$ cat src/rtl/chip_pkg.sv
// Shared edge-detection chip types: pixel width, image size, sorted column and
// the three-input median helper used by the median filter.
package chip_pkg;

    localparam int BIT_LENGTH = 5;
    localparam int IMG_DIM    = 20;
    localparam int COL_W      = 5;

    typedef logic [BIT_LENGTH-1:0] pix_t;
    typedef logic [COL_W-1:0]      col_idx_t;

    // One window column after the entry sort, smallest value first.
    typedef struct packed {
        pix_t lo;
        pix_t mid;
        pix_t hi;
    } col_t;

    function automatic pix_t max3(input pix_t a, input pix_t b, input pix_t c);
        pix_t m;
        m = (a > b) ? a : b;
        return (m > c) ? m : c;
    endfunction

    function automatic pix_t min3(input pix_t a, input pix_t b, input pix_t c);
        pix_t m;
        m = (a < b) ? a : b;
        return (m < c) ? m : c;
    endfunction

    function automatic pix_t med3(input pix_t a, input pix_t b, input pix_t c);
        pix_t lo_ab;
        pix_t hi_ab;
        pix_t lo_rest;
        lo_ab   = (a < b) ? a : b;
        hi_ab   = (a < b) ? b : a;
        lo_rest = (hi_ab < c) ? hi_ab : c;
        return (lo_ab > lo_rest) ? lo_ab : lo_rest;
    endfunction

endpackage

$ cat src/rtl/sort3.sv
// Combinational three-input unsigned sorter; used for the incoming column and
// again for the final median-of-three.
module sort3 #(
    parameter int W = 5
) (
    input  logic [W-1:0] a_i,
    input  logic [W-1:0] b_i,
    input  logic [W-1:0] c_i,
    output logic [W-1:0] lo_o,
    output logic [W-1:0] mid_o,
    output logic [W-1:0] hi_o
);

    logic [W-1:0] ab_lo;
    logic [W-1:0] ab_hi;
    logic [W-1:0] rest;

    always_comb begin
        ab_lo = (a_i < b_i) ? a_i : b_i;
        ab_hi = (a_i < b_i) ? b_i : a_i;
        hi_o  = (ab_hi < c_i) ? c_i : ab_hi;
        // Whatever did not become the maximum still has to be ordered against ab_lo.
        rest  = (ab_hi < c_i) ? ab_hi : c_i;
        lo_o  = (ab_lo < rest) ? ab_lo : rest;
        mid_o = (ab_lo < rest) ? rest : ab_lo;
    end

endmodule

$ cat src/rtl/med_fil.sv
// Streaming 3x3 median filter over a sliding three-column window.
// Define MED_FIL_PIPE_EN to register the three-way reduction (2-cycle latency).
module med_fil
    import chip_pkg::*;
#(
    parameter int BIT_LENGTH = chip_pkg::BIT_LENGTH,
    parameter int IMG_DIM    = chip_pkg::IMG_DIM
) (
    input  logic                  clk,
    input  logic                  reset,
    // enable is a valid-only strobe: there is no ready, every enabled column is consumed.
    input  logic                  enable,
    input  logic                  row_start,
    input  logic [BIT_LENGTH-1:0] in3_0,
    input  logic [BIT_LENGTH-1:0] in3_1,
    input  logic [BIT_LENGTH-1:0] in3_2,
    output logic [BIT_LENGTH-1:0] med_out,
    output logic                  readable,
    output logic [4:0]            out_col
);

    localparam col_idx_t OC_MAX = col_idx_t'(IMG_DIM - 3);

    // Entry sort of the incoming column
    pix_t new_lo;
    pix_t new_mid;
    pix_t new_hi;
    col_t new_col;

    sort3 #(.W(BIT_LENGTH)) u_sort_in (
        .a_i   (in3_0),
        .b_i   (in3_1),
        .c_i   (in3_2),
        .lo_o  (new_lo),
        .mid_o (new_mid),
        .hi_o  (new_hi)
    );

    assign new_col = '{lo: new_lo, mid: new_mid, hi: new_hi};

    // The oldest column (w0) is only ever combined as w1 is shifted out, so the
    // registered window holds w1/w2 and the arriving column plays the role of w2.
    col_t     w1_q;
    col_t     w1_d;
    col_t     w2_q;
    col_t     w2_d;
    logic [1:0] cnt_q;
    logic [1:0] cnt_d;
    col_idx_t oc_q;
    col_idx_t oc_d;
    logic     fire;

    assign fire = enable & ~row_start & (cnt_q >= 2'd2);

    always_comb begin
        w1_d  = w1_q;
        w2_d  = w2_q;
        cnt_d = cnt_q;
        if (row_start && enable) begin
            w1_d  = '0;
            w2_d  = new_col;
            cnt_d = 2'd1;
        end else if (row_start) begin
            w1_d  = '0;
            w2_d  = '0;
            cnt_d = 2'd0;
        end else if (enable) begin
            w1_d  = w2_q;
            w2_d  = new_col;
            cnt_d = (cnt_q == 2'd3) ? 2'd3 : cnt_q + 2'd1;
        end
    end

    always_comb begin
        oc_d = oc_q;
        if (row_start) begin
            oc_d = '0;
        end else if (fire && (oc_q != OC_MAX)) begin
            oc_d = oc_q + col_idx_t'(1);
        end
    end

    always_ff @(posedge clk) begin
        if (reset) begin
            w1_q  <= '0;
            w2_q  <= '0;
            cnt_q <= 2'd0;
            oc_q  <= '0;
        end else begin
            w1_q  <= w1_d;
            w2_q  <= w2_d;
            cnt_q <= cnt_d;
            oc_q  <= oc_d;
        end
    end

    // Three-way reduction over the window that includes the arriving column
    pix_t red_lo;
    pix_t red_mid;
    pix_t red_hi;

    always_comb begin
        red_lo  = max3(w1_q.lo,  w2_q.lo,  new_col.lo);
        red_mid = med3(w1_q.mid, w2_q.mid, new_col.mid);
        red_hi  = min3(w1_q.hi,  w2_q.hi,  new_col.hi);
    end

    pix_t     fin_a;
    pix_t     fin_b;
    pix_t     fin_c;
    logic     fin_vld;
    col_idx_t fin_col;

`ifdef MED_FIL_PIPE_EN
    pix_t     s1_lo_q;
    pix_t     s1_mid_q;
    pix_t     s1_hi_q;
    logic     s1_vld_q;
    col_idx_t s1_col_q;

    always_ff @(posedge clk) begin
        if (reset) begin
            s1_lo_q  <= '0;
            s1_mid_q <= '0;
            s1_hi_q  <= '0;
            s1_vld_q <= 1'b0;
            s1_col_q <= '0;
        end else begin
            s1_vld_q <= fire;
            if (fire) begin
                s1_lo_q  <= red_lo;
                s1_mid_q <= red_mid;
                s1_hi_q  <= red_hi;
                s1_col_q <= oc_q;
            end
        end
    end

    assign fin_a   = s1_lo_q;
    assign fin_b   = s1_mid_q;
    assign fin_c   = s1_hi_q;
    assign fin_vld = s1_vld_q;
    assign fin_col = s1_col_q;
`else
    assign fin_a   = red_lo;
    assign fin_b   = red_mid;
    assign fin_c   = red_hi;
    assign fin_vld = fire;
    assign fin_col = oc_q;
`endif

    // Only the middle of the final sort is the median; the extremes are discarded.
    pix_t fin_lo_unused;
    pix_t fin_mid;
    pix_t fin_hi_unused;

    sort3 #(.W(BIT_LENGTH)) u_sort_fin (
        .a_i   (fin_a),
        .b_i   (fin_b),
        .c_i   (fin_c),
        .lo_o  (fin_lo_unused),
        .mid_o (fin_mid),
        .hi_o  (fin_hi_unused)
    );

    pix_t     med_q;
    pix_t     med_d;
    logic     rd_q;
    col_idx_t col_q;
    col_idx_t col_d;

    always_comb begin
        med_d = med_q;
        col_d = col_q;
        if (fin_vld) begin
            med_d = fin_mid;
            col_d = fin_col;
        end
    end

    always_ff @(posedge clk) begin
        if (reset) begin
            med_q <= '0;
            rd_q  <= 1'b0;
            col_q <= '0;
        end else begin
            med_q <= med_d;
            rd_q  <= fin_vld;
            col_q <= col_d;
        end
    end

    assign med_out  = med_q;
    assign readable = rd_q;
    assign out_col  = col_q;

endmodule

$ cat config.mk
export PLATFORM = sky130hd
export DESIGN_NAME = med_fil
export DESIGN_NICKNAME = d
export VERILOG_FILES = /design/src/rtl/chip_pkg.sv /design/src/rtl/sort3.sv /design/src/rtl/med_fil.sv
export SDC_FILE = /design/constraint.sdc
export NUM_CORES = 1
export LEC_CHECK = 0
export ABC_AREA = 1
export ABC_CLOCK_PERIOD_IN_PS = 12300
export CORE_MARGIN = 2
export CORE_UTILIZATION = 50
export DETAILED_ROUTE_END_ITERATION = 7
export GPL_TIMING_DRIVEN = 0
export PLACE_DENSITY_LB_ADDON = 0.15
export REMOVE_ABC_BUFFERS = 1
export SYNTH_ARGS = -nofsm -noshare
export SYNTH_HDL_FRONTEND = slang
export SYNTH_SLANG_ARGS = --single-unit
$ cat constraint.sdc
create_clock -name clk -period 12.3 [get_ports clk]
set_input_delay 3.075 -clock clk [delete_from_list [all_inputs] [get_ports clk]]
set_output_delay 3.075 -clock clk [all_outputs]
set_load 0.01 [all_outputs]
==> results.md, run 1 <==
Outcome:
- The flow ran to the end, and the final reports show no timing, DRC or antenna violations.

Place:
- Once detailed placement completed, the half-perimeter wirelength came to 7.57 mm.
- The number of buffers added on ports is 29.
- The post-placement cell area is 0.00445 sq mm.
- The congestion estimate from routability-driven global placement came to 0.948.

Setup path:
- Among the stages of the critical path, the cell type that occurs most often is sky130_fd_sc_hd__nand2_1.
- Data on the critical path arrives at its endpoint at 12,100 ps.
- The number of buffers and inverters on the critical path is 6.
- The worst setup path is captured at a register.
- In this run the worst path has a maximum fanout of 8.
- The category of cells accounting for the largest share of critical-path delay is compound AO/OA/AOI/OAI gates.
- The largest individual stage delay along the critical path comes from the cell sky130_fd_sc_hd__clkdlybuf4s50_1.
- The critical path's largest stage delay is 480 ps.
- The path type of the worst setup path is input pin to register.
- The worst setup path is launched from an input pin.
- The worst path required time is 12,530 ps.

Yosys:
- The sequential fraction of the synthesis area is 23.4%.
- The most instantiated flip-flop cell in the synthesis netlist is sky130_fd_sc_hd__dfxtp_1.
- During synthesis, Yosys emitted a total of 0 warnings.
- The post-synthesis instance area is 0.00410 sq mm.
- The post-synthesis area per instance is 6.69 sq um.
- The cell count after synthesis came out at 613.
- The synthesis-stage register bit count is 48.
- The number of enable flip-flop cells after synthesis is 0.
- The fraction of synthesis flops using an asynchronous set or reset pin is 0%.
- In this run, distinct cell masters in the synthesized netlist total 38.

Timing:
- Of the available clock period, the critical path in the final layout requires 96.5%.
- The clock period minus final worst setup slack is 11,870 ps.
- The number of hold-slack violations in the final timing report is 0.
- The final max-slew violation count is 0.
- Static timing analysis puts the maximum clock frequency at 84.3 MHz.
- The normalized max-slew margin is 16.8%.
- The pin slew with the least headroom to its limit is 1240 ps.
- The total setup violations reported at the end of the flow is 0.
- The clock skew after layout is 14.8 ps.
- The worst hold-check slack is 478 ps.

Cells and area:
- Cells fill 61.1% of the core in the end.
- Cells with a size suffix above 1 make up 15.3% of the layout.
- The net count of the finished layout is 730.
- The layout-stage area growth over the synthesis result is 20.4%.
- The final instance area is 0.00494 sq mm.
- The register cell area after layout is 961 sq um.
- Leaving out fill and tap cells, the most frequent cell in the layout is sky130_fd_sc_hd__nand2_1.
- The area taken by multi-input logic gates is 0.00300 sq mm.
- Leaving out fill and tap cells, the most frequent cells in the layout are 130 x sky130_fd_sc_hd__nand2_1, 68 x sky130_fd_sc_hd__inv_1, 54 x sky130_fd_sc_hd__a21oi_1.
- The final-layout fill cell count is 775.
- The count of inserted antenna diode cells is 0.

Clocking:
- Counting every sink on the clock net gives 48.
- The longest clock path from root to sink contains 2 buffers.
- The number of clock buffers added by TritonCTS is 5.
- The clock-pin slew of the registers on the worst-case setup and hold paths is 100 ps.
- The CTS H-tree depth is 2.
- The hold buffer count at cts is 0.
- The TritonCTS clock tree is done.
- For the worst-skew pair, the clock arrives at the later sink with an insertion delay of 320 ps.
- The root buffer cell is sky130_fd_sc_hd__clkbuf_8.

Detailed routing:
- After detailed routing, the average wire length per cell comes to 13.7 um.
- The overall via count from detail_route is 4,272.
- After detailed routing, the number of vias per cell comes to 5.58.
- The detailed-routing iteration count for the pre-antenna-repair pass is 5.
- The total detailed-routing wirelength is 10.5 mm.
- The DRC violation count after routing is 0.
- The remaining antenna violation count after routing is 0.
- The first routing iteration left 282 violations.

Floorplanning:
- The horizontal die dimension is 94.6 um.
- The core footprint is 0.00809 sq mm.
- The number of top-level pins is 30.
- The die covers 0.00895 sq mm.
- The number of standard-cell rows in the floorplan is 33.
- The starting density of the core is 50.7%.
- The die outline height is 94.6 um.

Flow run:
- Max-cap violations in this run came to 0.

Global route:
- The via count of the first global-routing pass was 3,754.
- The initial antenna violation count was 0.
- The global-route usage over all layers is 23.5%.
- The overflow left after global routing is 0.
- The global-route wire length before repair is 17.0 mm.
- Entering global routing, the biggest net connects 36 pins.

Hold path:
- The class of the worst hold path is register to register.
[repair_timing]
action | CTS | global route
pin swaps | 4 | 20
setup buffers | 6 | 17
gates resized for setup | 13 | 33
cloned | 0 | 5
endpoints found under the setup margin | 5 | 5
[layout make-up]
cell class / instances / area share, %
multi-input cells: 480 / 60.8
inverters: 73 / 5.55
well taps: 105 / 2.66
flip-flops and latches: 48 / 19.4
repair buffers: 52 / 9.62
clock buffers: 6 / 1.67
clock inverters: 2 / 0.279
[cells in the mapped netlist (6+ instances only)]
master | instances | share of area (%)
sky130_fd_sc_hd__a21oi_1 | 60 | 7.3
sky130_fd_sc_hd__clkbuf_1 | 14 | 1.3
sky130_fd_sc_hd__dfxtp_1 | 48 | 23
sky130_fd_sc_hd__ha_1 | 51 | 16
sky130_fd_sc_hd__inv_1 | 71 | 6.5
sky130_fd_sc_hd__nand2_1 | 133 | 12
sky130_fd_sc_hd__nand2_2 | 6 | 0.91
sky130_fd_sc_hd__nand2_4 | 7 | 1.9
sky130_fd_sc_hd__nand3_1 | 41 | 5.0
sky130_fd_sc_hd__nand4_1 | 6 | 0.91
sky130_fd_sc_hd__nor2_1 | 41 | 3.8
sky130_fd_sc_hd__o21ai_0 | 60 | 7.3
sky130_fd_sc_hd__o21ai_1 | 16 | 2.0
sky130_fd_sc_hd__o32ai_1 | 12 | 2.6
[per-stage QoR]
stage | TNS (ps) | std cells | worst slack (ps)
after global placement | -7530 | 730 | -1510
after CTS | 0 | 744 | 24.4
after floorplan | 0 | 596 | 178
after global routing | -625 | 766 | -153
after detailed placement | -8600 | 730 | -1730
final | 0 | 766 | 431
[worst paths after layout]
kind / start / endpoint / slack, ps / cells after the start
min reg2reg: med_out[0] / med_out[0] / 480 / 2
max: in3_1[3] / med_out[4] / 430 / 61
min: med_out[0] / med_out[0] / 480 / 2
max reg2reg: w2_q[9] / med_out[4] / 4520 / 43
[layer usage]
layer | wire length [um] | up-vias | share of wire [%] | global-route usage, %
met3 | 373 | 12 | 3.5 | 3.11
met1 | 4920 | 1972 | 47 | 30.9
met2 | 5100 | 92 | 48 | 40.9
li1 | - | 2196 | - | -
met5 | 0 | - | 0 | 0
met4 | 138 | 0 | 1.3 | 5.31
[logic make-up after synthesis]
logic type | count (synthesis) | synth area share (%)
simple gates | 251 | 28.4
compound gates | 173 | 24.1
buf+inv | 90 | 8.48
fa+ha+maj | 51 | 15.5
flops | 48 | 23.4
[sequential cells by signal (all words and copies together) (netlist names)]
signal    count
w1_q         15
readable      1
fin_col       5
out_col       5
med_out       5
cnt_q         2
w2_q         15
[tightest hold or removal path, stage by stage, from the launching register on]
cell and delay, ps:
sky130_fd_sc_hd__dfxtp_1 320, sky130_fd_sc_hd__nand2_1 60, sky130_fd_sc_hd__a21oi_1 50
Power of run 1 is left out: the tool's default activity adds up to more than one toggle a clock period on the data nets, which glitch-free logic cannot reach.
==> run 2, diff against run 1 <==
--- a/config.mk
+++ b/config.mk
@@ -7,7 +7,6 @@
 export LEC_CHECK = 0
 export ABC_AREA = 1
 export ABC_CLOCK_PERIOD_IN_PS = 12300
-export CORE_MARGIN = 2
 export CORE_UTILIZATION = 50
 export DETAILED_ROUTE_END_ITERATION = 7
 export GPL_TIMING_DRIVEN = 0
==> run 2 against run 1 <==
  * Die area fell by 4.2%
  * Flip-flop and latch count did not move
  * Final area rose by 3.9%
  * Worst setup slack got worse by 240 ps
  * Core utilization rose by 4.3 points
  * Critical path type unchanged
  * Largest cell class unchanged
==> results.md, run 2 (synthesis gave the netlist of run 1 again) <==
Place:
- The post-placement cell area is 0.00445 sq mm (about the same).
- The number of buffers added on ports came to 29 (unchanged).
- The number of cells in the design after placement came to 727 (was 730).
- The routability congestion estimate is 0.855 (was 0.948).
- The HPWL reported at the end of detailed placement came to 7.46 mm (was 7.57 mm).

Floorplanning:
- The die outline height was 92.6 um (was 94.6 um).
- The starting density of the core is 52.3% (was 50.7%).
- The horizontal die dimension is 92.6 um (was 94.6 um).
- The core footprint is 0.00785 sq mm (was 0.00809 sq mm).
- The floorplan die area came to 0.00857 sq mm (was 0.00895 sq mm).
- The number of top-level pins was 30 (unchanged).
- The number of standard-cell rows in the floorplan is 32 (was 33).

Clocking:
- The number of clock buffers inserted by TritonCTS is 5 (unchanged).
- The hold buffer count at cts is 0 (unchanged).
- The clock-pin slew of the registers on the worst-case setup and hold paths came to 90 ps (was 100 ps).
- The CTS H-tree depth is 2 (unchanged).
- The clock sink count is 48 (unchanged).
- The maximum clock path buffer count is 2 (unchanged).
- The root buffer cell is sky130_fd_sc_hd__clkbuf_8 (unchanged).
- The TritonCTS clock tree is done (unchanged).
- The insertion delay to the later sink of the worst-skew pair was 320 ps (about the same).

Setup path:
- The kind of capture point of the worst setup path is a register (unchanged).
- The startpoint of the most critical register-to-register path is w2_q[7] (was w2_q[9]).
- The category of cells accounting for the largest share of critical-path delay is compound AO/OA/AOI/OAI gates (unchanged).
- The launching element type of the critical path is an input pin (unchanged).
- The cell with the largest stage delay on the worst path is sky130_fd_sc_hd__clkdlybuf4s50_1 (unchanged).
- The most frequent cell on the critical path was sky130_fd_sc_hd__nand2_1 (unchanged).
- The path type of the worst setup path is input pin to register (unchanged).
- The buffering stage count on the worst path with inverters included is 7 (was 6).
- The worst flop-to-flop path endpoint is med_out[0] (was med_out[4]).
- The critical path's largest stage delay is 490 ps (was 480 ps).
- The data arrival at the endpoint of the critical path is 12,260 ps (was 12,100 ps).
- The largest fanout on the critical path is 11 (was 8).
- The worst path required time was 12,450 ps (was 12,530 ps).
- The register-to-register setup slack is 4430 ps (was 4520 ps).
- The depth of the worst register-to-register path is 43 (unchanged).

Detailed routing:
- The vias per cell is 5.54 (was 5.58).
- The total detailed-routing wirelength is 11.2 mm (was 10.5 mm).
- The DRC violation count after routing came to 0 (unchanged).
- The overall via count from detail_route is 4,281 (was 4,272).
- The remaining antenna violation count after routing was 0 (unchanged).
- The initial DRC count is 200 (was 282).
- The average wire per cell in the routed design is 14.5 um (was 13.7 um).
- The detailed-routing iteration count for the pre-antenna-repair pass is 5 (unchanged).

Global route:
- The global-route wire length before repair came to 17.2 mm (was 17.0 mm).
- The global-route usage over all layers came to 24.6% (was 23.5%).
- The via count of the first global-routing pass was 3,895 (was 3,754).
- The initial antenna violation count came to 0 (unchanged).
- The pin count of the biggest net entering global routing is 36 (unchanged).
- The overflow left after global routing is 0 (unchanged).

Timing:
- The final critical-path share of the clock period is 98.4% (was 96.5%).
- The pin slew with the least headroom to its limit is 1240 ps (about the same).
- The normalized max-slew margin is 17.4% (was 16.8%).
- The number of hold-slack violations in the final timing report was 0 (unchanged).
- The final max-slew violation count came to 0 (unchanged).
- The maximum clock rate is 82.6 MHz (was 84.3 MHz).
- The worst hold-check slack is 467 ps (was 478 ps).
- The total setup violations reported at the end of the flow is 0 (unchanged).
- The clock skew after layout is 15.8 ps (was 14.8 ps).
- The clock period minus final worst setup slack is 12,110 ps (was 11,870 ps).

Cells and area:
- The total number of nets in the final design came to 740 (was 730).
- Commonest cells after routing, fill and taps aside: 127 x sky130_fd_sc_hd__nand2_1, 69 x sky130_fd_sc_hd__inv_1, 53 x sky130_fd_sc_hd__a21oi_1 (was 130 x sky130_fd_sc_hd__nand2_1, 68 x sky130_fd_sc_hd__inv_1, 54 x sky130_fd_sc_hd__a21oi_1).
- The count of inserted antenna diode cells is 0 (unchanged).
- Largest registers ranked by flip-flop count: w1_q (15), w2_q (15) (unchanged).
- The fraction of the core area covered by cells at the end of the flow was 65.4% (was 61.1%).
- The area taken by multi-input logic gates came to 0.00311 sq mm (was 0.00300 sq mm).
- The final cell count without fillers is 773 (was 766).
- The final-layout fill cell count is 679 (was 775).
- The register cell area after layout was 961 sq um (unchanged).
- The layout-stage area growth over the synthesis result is 25.1% (was 20.4%).
- The most frequent standard cell in the layout excluding fill and tap cells is sky130_fd_sc_hd__nand2_1 (unchanged).
- The share of post-route cells with drive strength above 1 was 18.8% (was 15.3%).
- The final instance area is 0.00513 sq mm (was 0.00494 sq mm).

Hold path:
- The hold path startpoint is med_out[1] (was med_out[0]).
- The class of the worst hold path is register to register (unchanged).
- The capture endpoint of the worst hold path is med_out[1] (was med_out[0]).
- The worst hold path cell count is 2 (unchanged).

Flow run:
- The max-cap violation count was 0 (unchanged).

Outcome:
- Outcome: finished, final reports clean (unchanged).
==> run 2: cell types whose count changed in the layout (fill, tap and decap cells not counted), moves of 2 or more <==
cell	previous run	this run
sky130_fd_sc_hd__o21ai_4	2	6
sky130_fd_sc_hd__o21ai_1	15	9
sky130_fd_sc_hd__ha_4	1	4
sky130_fd_sc_hd__nand2_1	130	127
sky130_fd_sc_hd__o21ai_2	10	13
sky130_fd_sc_hd__ha_1	50	46
sky130_fd_sc_hd__buf_4	22	33
sky130_fd_sc_hd__buf_6	0	2
==> run 2: worst max path at each step <==
stage,start,end,slack (ps),cells past startpoint
final,in3_1[2],med_out[0],190,60
after global routing,in3_1[2],med_out[2],-250,61
after CTS,in3_1[4],med_out[4],60,60
after detailed placement,in3_1[4],med_out[4],-1920,54
after global placement,in3_1[4],med_out[0],-1610,53
after floorplan,in3_1[4],med_out[0],180,56
==> run 2: final cells by class <==
class | instances | share of cell area (%)
flip-flops and latches | 48 | 18.7
clock buffers | 6 | 1.61
inverters | 73 | 5.34
multi-input cells | 478 | 60.7
well taps | 102 | 2.49
clock inverters | 2 | 0.268
repair buffers | 64 | 10.9
==> run 2: per-layer routing <==
metal | track usage [%] | up-vias | part of all wire [%]
li1 | - | 2208 | -
met3 | 2.46 | 21 | 3.8
met2 | 42.8 | 88 | 49
met4 | 8.20 | 0 | 2.2
met5 | 0 | - | 0
met1 | 31.7 | 1964 | 45
==> run 2: through the flow <==
step,setup TNS (ps),worst slack [ps]
floorplan,0,178
global placement,-8010,-1610
detailed placement,-9480,-1920
CTS,0,56.4
global route,-1080,-254
finish,0,193
==> run 2: repair_timing <==
item                                    4_1_cts  5_1_grt
setup buffers                                11       24
resized for setup                            17       57
gates cloned                                  0        3
pin swaps                                     6       25
endpoints found under the setup margin        5        5
==> run 2: worst min-delay path, stage by stage (launching register included) <==
cell	delay [ps]
sky130_fd_sc_hd__dfxtp_1	320
sky130_fd_sc_hd__nand2_1	60
sky130_fd_sc_hd__a21oi_1	50
Power of run 2 is left out for the same reason.
